<file path="src/rtl/cpu_pkg.sv">
// Shared RV64 pipeline definitions: data widths, the NOP encoding, the default
// reset PC and the payload handed from fetch to decode.
package cpu_pkg;

    localparam int unsigned XLEN = 64;
    localparam int unsigned ILEN = 32;

    localparam logic [ILEN-1:0] INST_NOP         = 32'h0000_0013;
    localparam logic [XLEN-1:0] DEFAULT_RESET_PC = 64'h0;

    // One fetched instruction together with the PC it was fetched from.
    typedef struct packed {
        logic [ILEN-1:0] inst;
        logic [XLEN-1:0] pc;
    } fetch_entry_t;

endpackage

</file>
<file path="src/rtl/inst_fetch_if.sv">
// Fetch-stage bus bundle: EX redirect, instruction-memory request/response
// channel and the decode-side valid/ready slot.
//   master : the fetch stage
//   slave  : its environment (EX, instruction memory, decode)
interface inst_fetch_if;
    import cpu_pkg::*;

    logic            redirect_valid;
    logic [XLEN-1:0] redirect_pc;

    logic            imem_req_valid;
    logic            imem_req_ready;
    logic [XLEN-1:0] imem_req_addr;
    logic            imem_resp_valid;
    logic [ILEN-1:0] imem_resp_data;

    logic            id_valid;
    logic            id_ready;
    logic [ILEN-1:0] id_inst;
    logic [XLEN-1:0] id_pc;

    modport master (
        input  redirect_valid, redirect_pc,
        output imem_req_valid, imem_req_addr,
        input  imem_req_ready, imem_resp_valid, imem_resp_data,
        output id_valid, id_inst, id_pc,
        input  id_ready
    );

    modport slave (
        output redirect_valid, redirect_pc,
        input  imem_req_valid, imem_req_addr,
        output imem_req_ready, imem_resp_valid, imem_resp_data,
        input  id_valid, id_inst, id_pc,
        output id_ready
    );

endinterface

</file>
<file path="src/rtl/inst_fifo.sv">
// Synchronous FIFO with flush, used as the fetch instruction buffer.
//   clk, rstn       : clock, async active-low reset
//   flush           : empties the FIFO; overrides push and pop that cycle
//   push, push_data : write one entry (caller guarantees no overflow)
//   pop             : drop the head entry (caller guarantees not empty)
//   occ             : registered occupancy
//   head            : entry at the read pointer (undefined when empty)
module inst_fifo #(
    parameter int unsigned DEPTH = 2,
    parameter int unsigned WIDTH = 96
) (
    input  logic                         clk,
    input  logic                         rstn,
    input  logic                         flush,
    input  logic                         push,
    input  logic [WIDTH-1:0]             push_data,
    input  logic                         pop,
    output logic [$clog2(DEPTH+1)-1:0]   occ,
    output logic [WIDTH-1:0]             head
);

    localparam int unsigned AW = $clog2(DEPTH);
    localparam int unsigned CW = $clog2(DEPTH + 1);

    logic [WIDTH-1:0] mem [DEPTH];
    logic [AW-1:0]    wr_ptr;
    logic [AW-1:0]    rd_ptr;

    // Pointers and occupancy; DEPTH is a power of two so pointers wrap naturally.
    always_ff @(posedge clk or negedge rstn) begin
        if (!rstn) begin
            wr_ptr <= '0;
            rd_ptr <= '0;
            occ    <= '0;
        end else if (flush) begin
            wr_ptr <= '0;
            rd_ptr <= '0;
            occ    <= '0;
        end else begin
            if (push) wr_ptr <= wr_ptr + AW'(1);
            if (pop)  rd_ptr <= rd_ptr + AW'(1);
            if (push && !pop)      occ <= occ + CW'(1);
            else if (!push && pop) occ <= occ - CW'(1);
        end
    end

    // Storage needs no reset; occupancy qualifies every read.
    always_ff @(posedge clk) begin
        if (push && !flush) mem[wr_ptr] <= push_data;
    end

    assign head = mem[rd_ptr];

endmodule

</file>
<file path="src/rtl/inst_fetch.sv">
// RV64 instruction-fetch stage. Holds the PC, issues word reads on the imem
// request channel, buffers in-order responses and presents {inst, pc} to decode.
// EX redirects reload the PC, flush the buffer and discard in-flight responses.
//   clk, rstn : clock, async active-low reset
//   bus       : inst_fetch_if.master (redirect, imem req/resp, decode slot)
module inst_fetch
    import cpu_pkg::*;
#(
    parameter logic [XLEN-1:0] RESET_PC   = DEFAULT_RESET_PC,
    parameter int unsigned     FIFO_DEPTH = 2
) (
    input  logic          clk,
    input  logic          rstn,
    inst_fetch_if.master  bus
);

    localparam int unsigned AW = $clog2(FIFO_DEPTH);
    localparam int unsigned CW = $clog2(FIFO_DEPTH + 1);

    logic [XLEN-1:0] pc;
    logic [CW-1:0]   inflight;
    logic [CW-1:0]   drop_cnt;
    logic [CW-1:0]   occ;
    logic [XLEN-1:0] pcq [FIFO_DEPTH];
    logic [AW-1:0]   pcq_wr;
    logic [AW-1:0]   pcq_rd;

    fetch_entry_t    head;
    fetch_entry_t    push_entry_c;
    logic            credit_c;
    logic            issue_c;
    logic            resp_c;
    logic            push_c;
    logic            pop_c;

    // Buffered plus outstanding words may never exceed the buffer size, so a
    // response always has room to land.
    assign credit_c = ((CW+1)'(occ) + (CW+1)'(inflight)) < (CW+1)'(FIFO_DEPTH);

    assign bus.imem_req_valid = rstn && !bus.redirect_valid && credit_c;
    assign bus.imem_req_addr  = pc;

    assign issue_c = bus.imem_req_valid && bus.imem_req_ready;
    assign resp_c  = bus.imem_resp_valid;
    // A response in a redirect cycle belongs to the wrong path and is dropped.
    assign push_c  = resp_c && !bus.redirect_valid && (drop_cnt == '0);
    assign pop_c   = bus.id_valid && bus.id_ready && !bus.redirect_valid;

    assign push_entry_c = '{inst: bus.imem_resp_data, pc: pcq[pcq_rd]};

    // PC, outstanding-request bookkeeping and wrong-path drop counter.
    always_ff @(posedge clk or negedge rstn) begin
        if (!rstn) begin
            pc       <= RESET_PC;
            inflight <= '0;
            drop_cnt <= '0;
            pcq_wr   <= '0;
            pcq_rd   <= '0;
        end else begin
            if (bus.redirect_valid) pc <= bus.redirect_pc & ~XLEN'(3);
            else if (issue_c)       pc <= pc + XLEN'(4);

            if (issue_c) pcq_wr <= pcq_wr + AW'(1);
            if (resp_c)  pcq_rd <= pcq_rd + AW'(1);

            inflight <= inflight + CW'(issue_c) - CW'(resp_c);

            // Everything still outstanding after this cycle is wrong-path.
            if (bus.redirect_valid)           drop_cnt <= inflight - CW'(resp_c);
            else if (resp_c && drop_cnt != '0) drop_cnt <= drop_cnt - CW'(1);
        end
    end

    // Request PCs, consumed in order as responses return.
    always_ff @(posedge clk) begin
        if (issue_c) pcq[pcq_wr] <= pc;
    end

    inst_fifo #(
        .DEPTH (FIFO_DEPTH),
        .WIDTH ($bits(fetch_entry_t))
    ) u_buf (
        .clk       (clk),
        .rstn      (rstn),
        .flush     (bus.redirect_valid),
        .push      (push_c),
        .push_data (push_entry_c),
        .pop       (pop_c),
        .occ       (occ),
        .head      (head)
    );

    assign bus.id_valid = (occ != '0);
    assign bus.id_inst  = bus.id_valid ? head.inst : INST_NOP;
    assign bus.id_pc    = bus.id_valid ? head.pc   : '0;

    resp_needs_inflight: assert property (
        @(posedge clk) disable iff (!rstn) bus.imem_resp_valid |-> (inflight != '0)
    );

endmodule

</file>
<file path="src/flat_wrapper.sv">
// flat-port wrapper written by rule: the top's interface ports become plain ports
module inst_fetch_flat import cpu_pkg::*;
#(
    parameter logic [XLEN-1:0] RESET_PC   = DEFAULT_RESET_PC,
    parameter int unsigned     FIFO_DEPTH = 2
)
  (clk, rstn, bus_redirect_valid, bus_redirect_pc, bus_imem_req_valid, bus_imem_req_addr, bus_imem_req_ready, bus_imem_resp_valid, bus_imem_resp_data, bus_id_valid, bus_id_inst, bus_id_pc, bus_id_ready);
  inst_fetch_if bus_i ();
  input  logic clk;
  input  logic rstn;
  input wire logic [$bits(bus_i.redirect_valid)-1:0] bus_redirect_valid;
  input wire logic [$bits(bus_i.redirect_pc)-1:0] bus_redirect_pc;
  output wire logic [$bits(bus_i.imem_req_valid)-1:0] bus_imem_req_valid;
  output wire logic [$bits(bus_i.imem_req_addr)-1:0] bus_imem_req_addr;
  input wire logic [$bits(bus_i.imem_req_ready)-1:0] bus_imem_req_ready;
  input wire logic [$bits(bus_i.imem_resp_valid)-1:0] bus_imem_resp_valid;
  input wire logic [$bits(bus_i.imem_resp_data)-1:0] bus_imem_resp_data;
  output wire logic [$bits(bus_i.id_valid)-1:0] bus_id_valid;
  output wire logic [$bits(bus_i.id_inst)-1:0] bus_id_inst;
  output wire logic [$bits(bus_i.id_pc)-1:0] bus_id_pc;
  input wire logic [$bits(bus_i.id_ready)-1:0] bus_id_ready;
  assign bus_i.redirect_valid = bus_redirect_valid;
  assign bus_i.redirect_pc = bus_redirect_pc;
  assign bus_imem_req_valid = bus_i.imem_req_valid;
  assign bus_imem_req_addr = bus_i.imem_req_addr;
  assign bus_i.imem_req_ready = bus_imem_req_ready;
  assign bus_i.imem_resp_valid = bus_imem_resp_valid;
  assign bus_i.imem_resp_data = bus_imem_resp_data;
  assign bus_id_valid = bus_i.id_valid;
  assign bus_id_inst = bus_i.id_inst;
  assign bus_id_pc = bus_i.id_pc;
  assign bus_i.id_ready = bus_id_ready;
  inst_fetch #(.RESET_PC(RESET_PC), .FIFO_DEPTH(FIFO_DEPTH)) u_core (.clk(clk), .rstn(rstn), .bus(bus_i));
endmodule
</file>
<file path="config.mk">
export PLATFORM = sky130hd
export DESIGN_NAME = inst_fetch_flat
export DESIGN_NICKNAME = d
export VERILOG_FILES = /design/src/rtl/cpu_pkg.sv /design/src/rtl/inst_fetch_if.sv /design/src/rtl/inst_fifo.sv /design/src/rtl/inst_fetch.sv /design/src/flat_wrapper.sv
export SDC_FILE = /design/constraint.sdc
export NUM_CORES = 1
export LEC_CHECK = 0
export ABC_CLOCK_PERIOD_IN_PS = 13700
export BUFFER_PORTS_ARGS = -buffer_cell sky130_fd_sc_hd__buf_2
export CAP_MARGIN = 20
export CORE_MARGIN = 3
export CORE_UTILIZATION = 60
export CTS_CLUSTER_SIZE = 14
export DETAILED_ROUTE_END_ITERATION = 8
export MAX_ROUTING_LAYER = met4
export PLACE_DENSITY_LB_ADDON = 0.25
export SLEW_MARGIN = 20
export SYNTH_ARGS = -nofsm -noshare
export SYNTH_HDL_FRONTEND = slang
export SYNTH_SLANG_ARGS = --single-unit
</file>
<file path="constraint.sdc">
create_clock -name clk -period 13.7 [get_ports clk]
set_input_delay 3.425 -clock clk [delete_from_list [all_inputs] [get_ports clk]]
set_output_delay 3.425 -clock clk [all_outputs]
set_load 0.005 [all_outputs]
</file>
==> results.py <==
metrics = {
    "drt": {
        "wire_per_inst_um": 21.0,
        "drtIter0Drc": 860,
        "vias": 9556,
        "drc": 0,
        "drt-pass1-iter-count": 5,
        "drt-total-wl_mm": 35.3,
        "routed_via_density": 5.68,
        "ant_nets": 0,
    },
    "pwr": {
        "p_leak_nw": 6.86,
        "switching_share_pct": 24.7,
        "powerDensity_nw_per_um2": 158,
        "switching_power_mw": 0.725,
        "ir_worst_vdd_mv": 0.116,
        "p_comb_share_pct": 13.4,
        "seq_power_share_pct": 49.9,
        "clock_power_share_pct": 36.8,
        "finalPower_mw": 2.94,
        "intPower_mw": 2.22,
    },
    "grt": {
        "antenna_found_initial": 2,
        "grtUsageMet2_pct": 40.4,
        "grt_pass1_wl_mm": 54.3,
        "grt_use_met1_pct": 34.8,
        "gr-usage-all-layers_pct": 25.6,
        "overflow": 0,
        "grt_pass1_vias": 9663,
        "met3_usage_pct": 4.20,
        "grt_max_degree": 76,
        "grt.busiest_layer": "met2",
    },
    "setup_path": {
        "cp_max_fo": 75,
        "path_class": "in2out",
        "crit_path_end_kind": "primary output",
        "cp.required_ns": 10.27,
        "cp-start-kind": "input port",
        "crit_arrival_ns": 4.78,
    },
    "timing": {
        "maxSlewHeadroom_pct": 28.5,
        "hold_viol_final": 0,
        "fmax_mhz": 122,
        "maxSlewViolCount": 0,
        "finalClockSkew_ns": 0.0191,
        "setup_slack_ns": 5.49,
        "setup_viol": 0,
        "worst_pin_slew_ns": 1.07,
        "whs_ns": 0.517,
        "rsz0062_at_grt": "no",
        "tns_ns": 0,
        "post-route-min-period_ns": 8.21,
        "fin_crit_sh_pct": 59.9,
    },
    "placed_design": {
        "placed_cell_area_um2": 17300,
        "port_buffers": 257,
        "dpl.hpwl_mm": 22.2,
        "dp_slack_ns": 5.27,
        "place_congestion": 0.888,
    },
    "die": {
        "row_count": 58,
        "chipWidth_um": 167,
        "die_h_um": 167,
        "core-area_um2": 25400,
        "initial_core_util_pct": 61.5,
        "num_io_pins": 264,
        "dieArea_um2": 28000,
    },
    "clock_tree": {
        "htreeDepth": 2,
        "cts-root-buf": "clkbuf_16",
        "numClockSinks": 384,
        "cts_buffers": 39,
        "worstSkewPairLatency_ns": 0.53,
        "post_cts_buffers": 0,
        "cts_repair_resize_count": 0,
        "holdBufCountCts": 0,
        "worst_setup_hold_path_clk_slew_ns": 0.06,
        "cts_tree": "done",
        "clock_path_buffers": 3,
    },
    "layout": {
        "nets": 1428,
        "final_area_um2": 18600,
        "area_growth_pct": 19.0,
        "layout-drive-gt1-share_pct": 31.1,
    },
    "job": {
        "drv_cap": 0,
    },
    "status": {
        "outcome": "finished, final reports clean",
    },
    "min_path": {
        "hold_path_class": "reg2reg",
    },
    "synth": {
        "ys_types": 41,
        "synth_seq_cells": 384,
        "syn_area_per_cell_um2": 14.8,
        "synth_top_area_share_pct": 60.0,
        "synth_cells": 1055,
        "ys_seq_area_share_pct": 71.5,
        "syn-cell-area_um2": 15600,
        "yosysTopAreaCell": "edfxtp_1",
        "ys_top_cells_by_area": "edfxtp_1 60%, dfrtp_1 12%, mux2i_1 6.1%",
        "yosysWarnings": 0,
    },
}
## power by group through the flow
| stage | Clock, mW | Combinational (mW) | Sequential, mW |
|---|---|---|---|
| after detailed placement | 0 | 0.392 | 1.49 |
| after global routing | 1.14 | 0.429 | 1.48 |
| after floorplan | 0 | 0.272 | 1.46 |
| after global placement | 0 | 0.379 | 1.48 |
| final | 1.08 | 0.393 | 1.47 |
| after CTS | 1.09 | 0.396 | 1.47 |
## per-stage QoR
stage               instances  util (%)
floorplan                1058         -
global placement         1610      68.0
detailed placement       1610      68.0
CTS                      1680      73.1
global route             1682      73.1
finish                   1682      73.1
## path summary, 6_finish.rpt
kind / startpoint / depth (start not counted) / end / slack (ns)
worst max register to register: u_core.u_buf.occ[0] / 7 / u_core.bus.imem_req_addr[36] / 10.02
min in group asynchronous: rstn / 1 / u_core.bus.imem_req_addr[46] / 2.94
max in group asynchronous: rstn / 1 / u_core.u_buf.rd_ptr / 10.15
worst min register to register: u_core.pcq_wr / 1 / u_core.pcq_wr / 0.52
worst min-delay path: u_core.pcq_wr / 1 / u_core.pcq_wr / 0.52
worst max-delay path: rstn / 3 / bus_imem_req_valid / 5.49
## sequential cells by signal (all words and copies together) (netlist names)
signal and flops:
u_core.pcq 124, u_core.bus.imem_req_addr 62, u_core.u_buf.occ 2, u_core.pcq_rd 1, u_core.pcq_wr 1, u_core.inflight 2
u_core.u_buf.rd_ptr 1, u_core.u_buf.wr_ptr 1, u_core.drop_cnt 2, u_core.u_buf.mem 188
## cells in the final DEF (no fill, tap or decap), types with 5 or more instances in the layout
cell type / Yosys / routed
edfxtp_1: 312 / 312
buf_2: 0 / 255
nor2_1: 116 / 115
mux2i_1: 95 / 95
nand2_1: 89 / 89
mux2_2: 70 / 70
dfrtp_1: 72 / 70
o21ai_0: 52 / 52
clkbuf_16: 0 / 41
xor2_1: 38 / 38
xnor2_1: 31 / 31
nand4_1: 23 / 23
nand3_1: 20 / 20
nor3_1: 18 / 16
nor4_1: 14 / 14
buf_4: 4 / 14
inv_1: 11 / 11
clkinv_2: 0 / 10
and3_1: 5 / 5
bufinv_16: 0 / 5
clkinv_1: 0 / 5
## cells in the mapped netlist (all sizes together)
cell type and n:
inv 11, o211ai 1, o21ai 55, or2 5, conb 1, or4 1
nor3b 1, buf 20, or3 2, nor4b 1, ha 4, nor4 17
dfrtp 72, and2 4, xor2 38, and4 2, nor4bb 1, nand4 25
clkbuf 28, xnor2 31, nand2b 1, nand3 21, nor2b 2, and3 5
nor3 18, nand4bb 1, nor2 116, mux2i 95, mux2 70, a211oi 1
nand2 89, a21oi 3, edfxtp 312, fa 1
## cell families after synthesis
logic type / count (synthesis) / share of synthesized area [%]
AO/OA/AOI/OAI: 60 / 1.96
XOR/XNOR: 69 / 3.87
adder cells (fa/ha/maj): 5 / 0.449
buffers and inverters: 59 / 1.51
flip-flops: 384 / 71.5
multiplexers: 165 / 11.1
other: 1 / 0.0240
AND/OR/NAND/NOR: 312 / 9.50
## critical path, cell delays in order
cell     delay (ns)
buf_6          0.54
nor4b_1        0.52
buf_2          0.21
## cell type report
cell class | instances | area (um2)
clock buffers | 47 | 1070
multi-input cells | 615 | 4240
well taps | 330 | 413
diodes | 2 | 5.00
fillers | 1676 | 6820
repair buffers | 270 | 1390
inverters | 11 | 41.3
clock inverters | 23 | 241
flip-flops and latches | 384 | 11200
## metal layers
metal  share of wire (%)  vias up
met5                   0        -
met4                 2.8        0
met3                 7.5       62
met2                  49      397
met1                  41     4706
li1                    -     4391
No activity file was read; power rests on OpenSTA's default activity.
